==> src/rtl/regfile_pkg.sv <==
// Shared types and defaults for the 2-read/1-write register file.
package regfile_pkg;

    typedef enum logic [1:0] {
        StIdle,
        StClear,
        StDone
    } clr_state_e;

    localparam int unsigned DefaultWidth = 16;
    localparam int unsigned DefaultDepth = 16;

endpackage

==> src/rtl/regfile_2r1w_if.sv <==
// Write, read and clear-control bundle for regfile_2r1w.
interface regfile_2r1w_if import regfile_pkg::*; #(
    parameter int unsigned WIDTH = DefaultWidth,
    parameter int unsigned AW    = $clog2(DefaultDepth)
);

    logic             wen;
    logic [AW-1:0]    waddr;
    logic [WIDTH-1:0] wdata;
    logic [AW-1:0]    raddr1;
    logic [WIDTH-1:0] rdata1;
    logic [AW-1:0]    raddr2;
    logic [WIDTH-1:0] rdata2;
    logic             clr_req;
    logic             busy;
    logic             clr_done;

    modport master (
        output wen, waddr, wdata, raddr1, raddr2, clr_req,
        input  rdata1, rdata2, busy, clr_done
    );

    modport slave (
        input  wen, waddr, wdata, raddr1, raddr2, clr_req,
        output rdata1, rdata2, busy, clr_done
    );

endinterface

==> src/rtl/regfile_row.sv <==
// One storage row of the register file; write enable and data are muxed by the parent.
module regfile_row #(
    parameter int unsigned WIDTH = 16
) (
    input  logic             clk,
    input  logic             rst,
    input  logic             wen,
    input  logic [WIDTH-1:0] d,
    output logic [WIDTH-1:0] q
);

    always_ff @(posedge clk or posedge rst) begin
        if (rst) begin
            q <= '0;
        end else if (wen) begin
            q <= d;
        end
    end

endmodule

==> src/rtl/regfile_2r1w.sv <==
// WIDTH x DEPTH register file: one synchronous write port, two combinational read ports
// with write bypass, and a one-entry-per-cycle bulk clear engine.
module regfile_2r1w import regfile_pkg::*; #(
    parameter int unsigned WIDTH     = DefaultWidth,
    parameter int unsigned DEPTH     = DefaultDepth,
    parameter bit          ZERO_REG0 = 1'b1
) (
    input logic           clk,
    input logic           rst,
    regfile_2r1w_if.slave bus
);

    localparam int unsigned AW = $clog2(DEPTH);

    clr_state_e       state_q, state_d;
    logic [AW-1:0]    idx_q, idx_d;
    logic             clearing;
    logic             wr_en;
    logic             busy;
    logic             clr_done;
    logic [WIDTH-1:0] row_d;
    logic [DEPTH-1:0] row_we;
    logic [WIDTH-1:0] row_q [DEPTH];
    logic [WIDTH-1:0] rd1, rd2;

    assign clearing = (state_q == StClear);

    // User writes are locked out while clearing, and entry 0 is read-only when hardwired.
    assign wr_en = bus.wen && !clearing && !(ZERO_REG0 && (bus.waddr == '0));
    assign row_d = clearing ? '0 : bus.wdata;

    for (genvar i = 0; i < DEPTH; i++) begin : g_row
        assign row_we[i] = clearing ? (idx_q == AW'(i)) : (wr_en && (bus.waddr == AW'(i)));

        regfile_row #(
            .WIDTH (WIDTH)
        ) u_row (
            .clk (clk),
            .rst (rst),
            .wen (row_we[i]),
            .d   (row_d),
            .q   (row_q[i])
        );
    end

    // Bypass first, then the hardwired zero overrides everything.
    always_comb begin
        rd1 = row_q[bus.raddr1];
        if (wr_en && (bus.waddr == bus.raddr1)) rd1 = bus.wdata;
        if (ZERO_REG0 && (bus.raddr1 == '0)) rd1 = '0;

        rd2 = row_q[bus.raddr2];
        if (wr_en && (bus.waddr == bus.raddr2)) rd2 = bus.wdata;
        if (ZERO_REG0 && (bus.raddr2 == '0)) rd2 = '0;
    end

    assign bus.rdata1   = rd1;
    assign bus.rdata2   = rd2;
    assign bus.busy     = busy;
    assign bus.clr_done = clr_done;

    always_comb begin
        state_d  = state_q;
        idx_d    = idx_q;
        busy     = 1'b0;
        clr_done = 1'b0;
        unique case (state_q)
            StIdle: begin
                if (bus.clr_req) begin
                    state_d = StClear;
                    idx_d   = '0;
                end
            end
            StClear: begin
                busy  = 1'b1;
                idx_d = idx_q + 1'b1;
                if (idx_q == AW'(DEPTH - 1)) state_d = StDone;
            end
            StDone: begin
                clr_done = 1'b1;
                state_d  = StIdle;
            end
            default: state_d = StIdle;
        endcase
    end

    always_ff @(posedge clk or posedge rst) begin
        if (rst) begin
            state_q <= StIdle;
            idx_q   <= '0;
        end else begin
            state_q <= state_d;
            idx_q   <= idx_d;
        end
    end

endmodule
==> src/flat_wrapper.sv <==
// flat-port wrapper written by rule: the top's interface ports become plain ports
module regfile_2r1w_flat import regfile_pkg::*;
#(
    parameter int unsigned WIDTH     = DefaultWidth,
    parameter int unsigned DEPTH     = DefaultDepth,
    parameter bit          ZERO_REG0 = 1'b1
)
  (clk, rst, bus_wen, bus_waddr, bus_wdata, bus_raddr1, bus_raddr2, bus_clr_req, bus_rdata1, bus_rdata2, bus_busy, bus_clr_done);
  regfile_2r1w_if #(.WIDTH(WIDTH)) bus_i ();
  input logic clk;
  input logic rst;
  input wire logic [$bits(bus_i.wen)-1:0] bus_wen;
  input wire logic [$bits(bus_i.waddr)-1:0] bus_waddr;
  input wire logic [$bits(bus_i.wdata)-1:0] bus_wdata;
  input wire logic [$bits(bus_i.raddr1)-1:0] bus_raddr1;
  input wire logic [$bits(bus_i.raddr2)-1:0] bus_raddr2;
  input wire logic [$bits(bus_i.clr_req)-1:0] bus_clr_req;
  output wire logic [$bits(bus_i.rdata1)-1:0] bus_rdata1;
  output wire logic [$bits(bus_i.rdata2)-1:0] bus_rdata2;
  output wire logic [$bits(bus_i.busy)-1:0] bus_busy;
  output wire logic [$bits(bus_i.clr_done)-1:0] bus_clr_done;
  assign bus_i.wen = bus_wen;
  assign bus_i.waddr = bus_waddr;
  assign bus_i.wdata = bus_wdata;
  assign bus_i.raddr1 = bus_raddr1;
  assign bus_i.raddr2 = bus_raddr2;
  assign bus_i.clr_req = bus_clr_req;
  assign bus_rdata1 = bus_i.rdata1;
  assign bus_rdata2 = bus_i.rdata2;
  assign bus_busy = bus_i.busy;
  assign bus_clr_done = bus_i.clr_done;
  regfile_2r1w #(.WIDTH(WIDTH), .DEPTH(DEPTH), .ZERO_REG0(ZERO_REG0)) u_core (.clk(clk), .rst(rst), .bus(bus_i));
endmodule
==> config.mk <==
export PLATFORM = sky130hd
export DESIGN_NAME = regfile_2r1w_flat
export DESIGN_NICKNAME = d
export VERILOG_FILES = /design/src/rtl/regfile_pkg.sv /design/src/rtl/regfile_2r1w_if.sv /design/src/rtl/regfile_row.sv /design/src/rtl/regfile_2r1w.sv /design/src/flat_wrapper.sv
export SDC_FILE = /design/constraint.sdc
export NUM_CORES = 1
export LEC_CHECK = 0
export ABC_CLOCK_PERIOD_IN_PS = 8720
export BUFFER_PORTS_ARGS = -buffer_cell sky130_fd_sc_hd__buf_2
export CAP_MARGIN = 20
export CORE_ASPECT_RATIO = 0.9
export CORE_MARGIN = 5
export CORE_UTILIZATION = 50
export CTS_BUF_LIST = sky130_fd_sc_hd__clkbuf_8
export DETAILED_ROUTE_END_ITERATION = 16
export GPL_TIMING_DRIVEN = 0
export PLACE_DENSITY = 0.65
export SETUP_SLACK_MARGIN = 0.05
export SLEW_MARGIN = 20
export SYNTH_ARGS = -nofsm -noshare
export SYNTH_HDL_FRONTEND = slang
export SYNTH_SLANG_ARGS = --single-unit
==> constraint.sdc <==
create_clock -name clk -period 8.72 [get_ports clk]
set_clock_uncertainty 0.15 [all_clocks]
set_input_delay 0.436 -clock clk [delete_from_list [all_inputs] [get_ports clk]]
set_output_delay 0.436 -clock clk [all_outputs]
set_load 0.01 [all_outputs]
; Word-level counts from Yosys, hierarchy flattened
; Cells that the tools add are included.
[op_classes]
n_reduce_logical = 30
order_cmp = 2
n_eq_ne = 36
muxes = 34
addsub = 1
bitwise_logic = 2
[ops]
columns = cell, n
row1 = 16-bit 2-to-1 mux, 9
row2 = 16-bit binary-select mux with 4-bit select, 2
row3 = 4-bit equality test (second input constant), 16
row4 = 4-bit by 3-bit equality test with 1-bit output (second input constant), 8
row5 = 1-bit logical AND, 20
row6 = 1-bit 2-to-1 mux, 18
row7 = 4-bit by 2-bit equality test with 1-bit output (second input constant), 4
row8 = 4-bit logical NOT, 4
row9 = 5-bit greater-or-equal comparator (second input constant), 2
row10 = 4-bit inverter with 5-bit output, 2
row11 = 4-bit by 1-bit equality test with 1-bit output (second input constant), 2
row12 = 4-bit equality test, 2
row13 = 4-bit one-hot mux with 2 select lines, 1
row14 = 4-bit by 1-bit adder with 4-bit output (second input constant), 1
row15 = 2-bit 2-to-1 mux, 2
row16 = 4-bit 2-to-1 mux, 1
row17 = 2-bit inequality test (second input constant), 2
row18 = 2-bit one-hot mux with 2 select lines, 1
row19 = 2-bit AND reduction, 2
row20 = 2-bit by 1-bit equality test with 1-bit output (second input constant), 1
row21 = 2-bit equality test (second input constant), 1
row22 = 1-bit logical NOT, 2
row23 = 2-bit logical NOT, 1
row24 = 2-bit nonzero test, 1
[word_totals]
out_inout_bits = 34
in_bits = 32
ff_bits = 262

; Longest topological paths before layout
[logic_depth]
depth_word = 7
ltp_mapped = 8
depth_no_buf = 5

; Cells and area by module
; A second synthesis with hierarchy kept.
[unflattened]
cells_unflattened = 1136
area_unflattened_um2 = 15770.1
[modules_own_cells]
columns = module, area_per_inst_um2, n_inst, seq_area_each_um2, cells_per_inst
row1 = regfile_row, 653.1, 16, 400.4, 35
row2 = regfile_2r1w, 5320.1, 1, 150.1, 576

; Least setup slack after synthesis
; OpenSTA, ideal clock, no wires.
[synth_timing]
path_kind = in2out
from = in bus_waddr[3]
to = out bus_rdata1[10]
t_required_ns = 8.134
setup_slack_ns = 6.334
arrival_time_ns = 1.800
cell_stages = 7
path_cell_list = buf_2 -> xnor2_1 -> nand4_1 -> or2_1 -> buf_2 -> buf_4 -> a31oi_1
[synth_via]
elab_chain_cells = 6
word_cells_on_any_way = 7
cone_classes = eq/ne: 1 / mux: 2 / reduce/logical: 4
[synth_rtl]
columns = element, line_no
row1 = start: declaration, flat_wrapper.sv:13  ; input wire logic [$bits(bus_i.waddr)-1:0] bus_waddr;
row2 = 4-bit logical NOT, regfile_2r1w.sv:29  ; assign wr_en = bus.wen && !clearing && !(ZERO_REG0 && (bus.waddr == '0));
row3 = 1-bit logical NOT, regfile_2r1w.sv:29
row4 = 1-bit logical AND, regfile_2r1w.sv:29
row5 = 1-bit logical AND *, regfile_2r1w.sv:49  ; if (wr_en && (bus.waddr == bus.raddr1)) rd1 = bus.wdata;
row6 = 16-bit 2-to-1 mux *, regfile_2r1w.sv:49
row7 = 16-bit 2-to-1 mux *, regfile_2r1w.sv:50  ; if (ZERO_REG0 && (bus.raddr1 == '0)) rd1 = '0;
row8 = end: declaration, flat_wrapper.sv:18  ; output wire logic [$bits(bus_i.rdata1)-1:0] bus_rdata1;
; Mark *: on every way between the ends. The rest lies on a longest branch, timed or not.

; Final worst setup path
[layout_timing]
from = in bus_raddr2[3]
to = out bus_rdata2[9]
[layout_via]
elab_chain_cells = 6
word_cells_on_any_way = 9
cone_classes = eq/ne: 1 / mux: 5 / bitwise: 1 / reduce/logical: 2
[layout_rtl]
columns = element, line_no
row1 = start: declaration, flat_wrapper.sv:16  ; input wire logic [$bits(bus_i.raddr2)-1:0] bus_raddr2;
row2 = 4-bit inverter with 5-bit output (not written as such), regfile_2r1w.sv:52  ; rd2 = row_q[bus.raddr2];
row3 = 16-bit binary-select mux with 4-bit select, regfile_2r1w.sv:52
row4 = 16-bit 2-to-1 mux (not written as such) (2 in series), regfile_2r1w.sv:52
row5 = 16-bit 2-to-1 mux, regfile_2r1w.sv:53  ; if (wr_en && (bus.waddr == bus.raddr2)) rd2 = bus.wdata;
row6 = 16-bit 2-to-1 mux *, regfile_2r1w.sv:54  ; if (ZERO_REG0 && (bus.raddr2 == '0)) rd2 = '0;
row7 = end: declaration, flat_wrapper.sv:19  ; output wire logic [$bits(bus_i.rdata2)-1:0] bus_rdata2;
; Mark *: on every way between the ends. The rest lies on a longest branch, timed or not. The select of a mux whose other input is x is not followed.

==> metrics <==
first-pass GRT wire length=67480 µm; Post-CTS Setup Repair Bufs=0; min-delay worst type=primary input to flop; worst-path maximum fanout=10; Post-DRT Antenna Nets=0; P&R area growth vs syn=12.71%; die footprint=33740 µm²; slowest stage delay, CP=0.57 ns; Worst EP arrival=2.97 ns; IO buf count=59; Net Count, Synth=1143; period utilisation layout=40.81%; Synth area leaders=dfrtp_1 43%, mux2_2 15%, mux4_2 9.6%; most numerous cell in the Yosys netlist=dfrtp_1; Power Density=292.1 nW/µm²; CP Class=primary input to output port; FFs w/ async S/R, synth=100.0%; Max-slew headroom=45.38%; vias in the first global route=10.76k; WHS Path Cells=4; EDFF count, synth=0; Synth Warn #=0; root buf cell=clkbuf_8; Yosys reg bits=262; initial antenna violation count=0; cts bufs inserted=46; Least-Margin Pin Slew=0.8193 ns; Max Cap Viol=0; share of cells above drive strength 1=43.69%; worst-case reg-to-reg path depth=6; fmax=0.2810 GHz; height of the die=174.8 µm; std cell rows=60; endpoints failing setup=0; RSZ-0062 raised after global routing=no; Clk Latency, worst-skew pair=0.55 ns; slowest stage cell, crit path=clkbuf_1; Synth cell types=50; crit path cell chain=buf_2 -> buf_2 -> nand3b_1 -> clkbuf_1 -> o22ai_1 -> a211oi_1 -> a31oi_1 -> buf_2; Mean Syn Cell Area=13.62 µm²; Worst path most repeated cell=buf_2; Initial Utilization=50.60%; Commonest cells post-synth=262 x dfrtp_1, 198 x mux2_2, 128 x mux2i_1, 64 x mux4_2, 63 x o22ai_1; Setup crit end kind=output port; Vias=10.34k; Slew Limit Fails=0; detailed-route vias per instance=6.246; DP Wirelength=31980 µm; largest net degree at the start of global routing=100; GRT Total Usage=26.06%; placed cells=1571; Post-route DRC=0; CTS H-tree depth=2; final non-filler cell total=1655; post-synth top area share=43.48%; top_reg_cell synth=dfrtp_1; Ant. Diodes=0; Final Core Density=57.03%; RePlAce Congestion=0.8622; post-route minimum period=3.559 ns; clk slew on worst S/H paths=0.06 ns; Max clock buf depth=3; DIE WIDTH=193.1 µm; DR WL/cell=26.29 µm; DR pass1 iterations=6; Worst Setup Start Kind=primary input; Num Clock Sinks=262; CTS tree=built; Peak VDD IR=0.2064 mV; GRT Residual Overflow=0; # nets final=1253; total power=4.964 mW; cell count after synthesis=1107; Worst Path Required=8.13 ns; register area share after synthesis=43.48%; Iteration-0 DRC Markers=784; final hold vios=0; IO Pins=66; Post-Route WL=43510 µm; P_leak=7.764 nW; largest area contributor in the netlist=dfrtp_1; run status=completed; CORE AREA=29800 µm²; cell area after synthesis=15080 µm²
[logic make-up after synthesis]
| kind of cell | count (synthesis) | synth area share (%) |
|---|---|---|
| buf+inv | 112 | 4.680 |
| compound gates | 183 | 9.326 |
| flops | 262 | 43.48 |
| mux | 435 | 37.20 |
| xor+xnor | 8 | 0.4647 |
| fa+ha+maj | 4 | 0.3319 |
| simple gates | 103 | 4.522 |
[routing by layer]
layer | track usage (%) | vias to the layer above | share of wire (%)
met1 | 40.22 | 5388 | 47
met3 | 4.515 | 66 | 5.9
met2 | 38.67 | 373 | 45
li1 | - | 4510 | -
met4 | 5.988 | 0 | 2.0
met5 | 0 | - | 0
[path summary, 6_finish.rpt]
path / slack (ns) / start / to
max: 5.16 / bus_raddr2[3] / bus_rdata2[9]
max in group asynchronous: 6.82 / rst / u_core.g_row[1].u_row.q[1]
min: 0.15 / bus_clr_req / u_core.idx_q[0]
min reg2reg: 0.36 / u_core.g_row[0].u_row.q[6] / u_core.g_row[0].u_row.q[6]
max reg2reg: 6.00 / u_core.state_q[1] / u_core.g_row[1].u_row.q[3]
min in group asynchronous: 0.36 / rst / u_core.g_row[11].u_row.q[11]
[area by class of cell]
| type | count | area (µm²) |
|---|---|---|
| fillers | 2489 | 12810 |
| multi-input cells | 733 | 7818 |
| flip-flops and latches | 262 | 6556 |
| clock buffers | 59 | 812.0 |
| plain buffers | 108 | 690.7 |
| well taps | 403 | 504.2 |
| repair buffers | 62 | 360.3 |
| clock inverters | 24 | 232.7 |
| inverters | 4 | 22.52 |
[state kept, by name (all words and copies together), names as in the netlist]
signal                count
u_core.g_row.u_row.q    256
u_core.state_q            2
u_core.idx_q              4
[where the power goes]
part	total (mW)	internal [mW]	switching, mW
sequential	1.91	1.61	0.306
combinational	1.76	0.901	0.864
clock	1.28	0.756	0.529
[layout by cell type, fill, tap and decap left out, types with 3 or more instances in the layout]
| cell | count |
|---|---|
| dfrtp_1 | 262 |
| mux2_2 | 198 |
| mux2i_1 | 128 |
| buf_2 | 90 |
| mux4_2 | 64 |
| o22ai_1 | 63 |
| clkbuf_8 | 59 |
| mux2_4 | 40 |
| clkbuf_1 | 39 |
| a211oi_1 | 32 |
| o31ai_1 | 32 |
| nand3_1 | 31 |
| a31oi_1 | 30 |
| and2_1 | 23 |
| buf_6 | 14 |
| buf_4 | 13 |
| inv_1 | 12 |
| and2_2 | 9 |
| o22ai_2 | 9 |
| clkinv_2 | 9 |
| xnor2_1 | 8 |
| o22ai_4 | 7 |
| buf_12 | 5 |
| mux2_1 | 5 |
| or2_1 | 5 |
| bufinv_16 | 5 |
| nand2_2 | 4 |
| nand2b_1 | 4 |
| or3b_2 | 4 |
| ha_1 | 4 |
| nor2_1 | 3 |
| a22o_1 | 3 |
| nand2_1 | 3 |
| clkbuf_2 | 3 |
| nor2b_1 | 3 |
[stage by stage]
stage	hold slack, ns	cell area (µm²)	setup TNS [ns]	worst slack [ns]
5_1_grt	0.1747	17000	0	5.174
2_1_floorplan	0.3247	15080	0	0.9221
6_report	0.1527	17000	0	5.161
3_5_place_dp	0.3427	15940	0	5.269
4_1_cts	0.1248	17000	0	5.268
3_3_place_gp	0.3416	15880	-585.51	-2.275
[worst max-delay path, delay by kind of cell]
family                 cells  cell delay (ns)
buffers and inverters      4             1.24
AND/OR/NAND/NOR            1             0.37
AO/OA/AOI/OAI              3             0.91
[timing repair]
item | CTS | global route
endpoints found under the hold margin | 98 | 0
setup endpoints to repair | 0 | 0
hold buffers | 1 | 0
resized for setup | 0 | 0
Note: power is estimated with default switching activity, not from simulation.
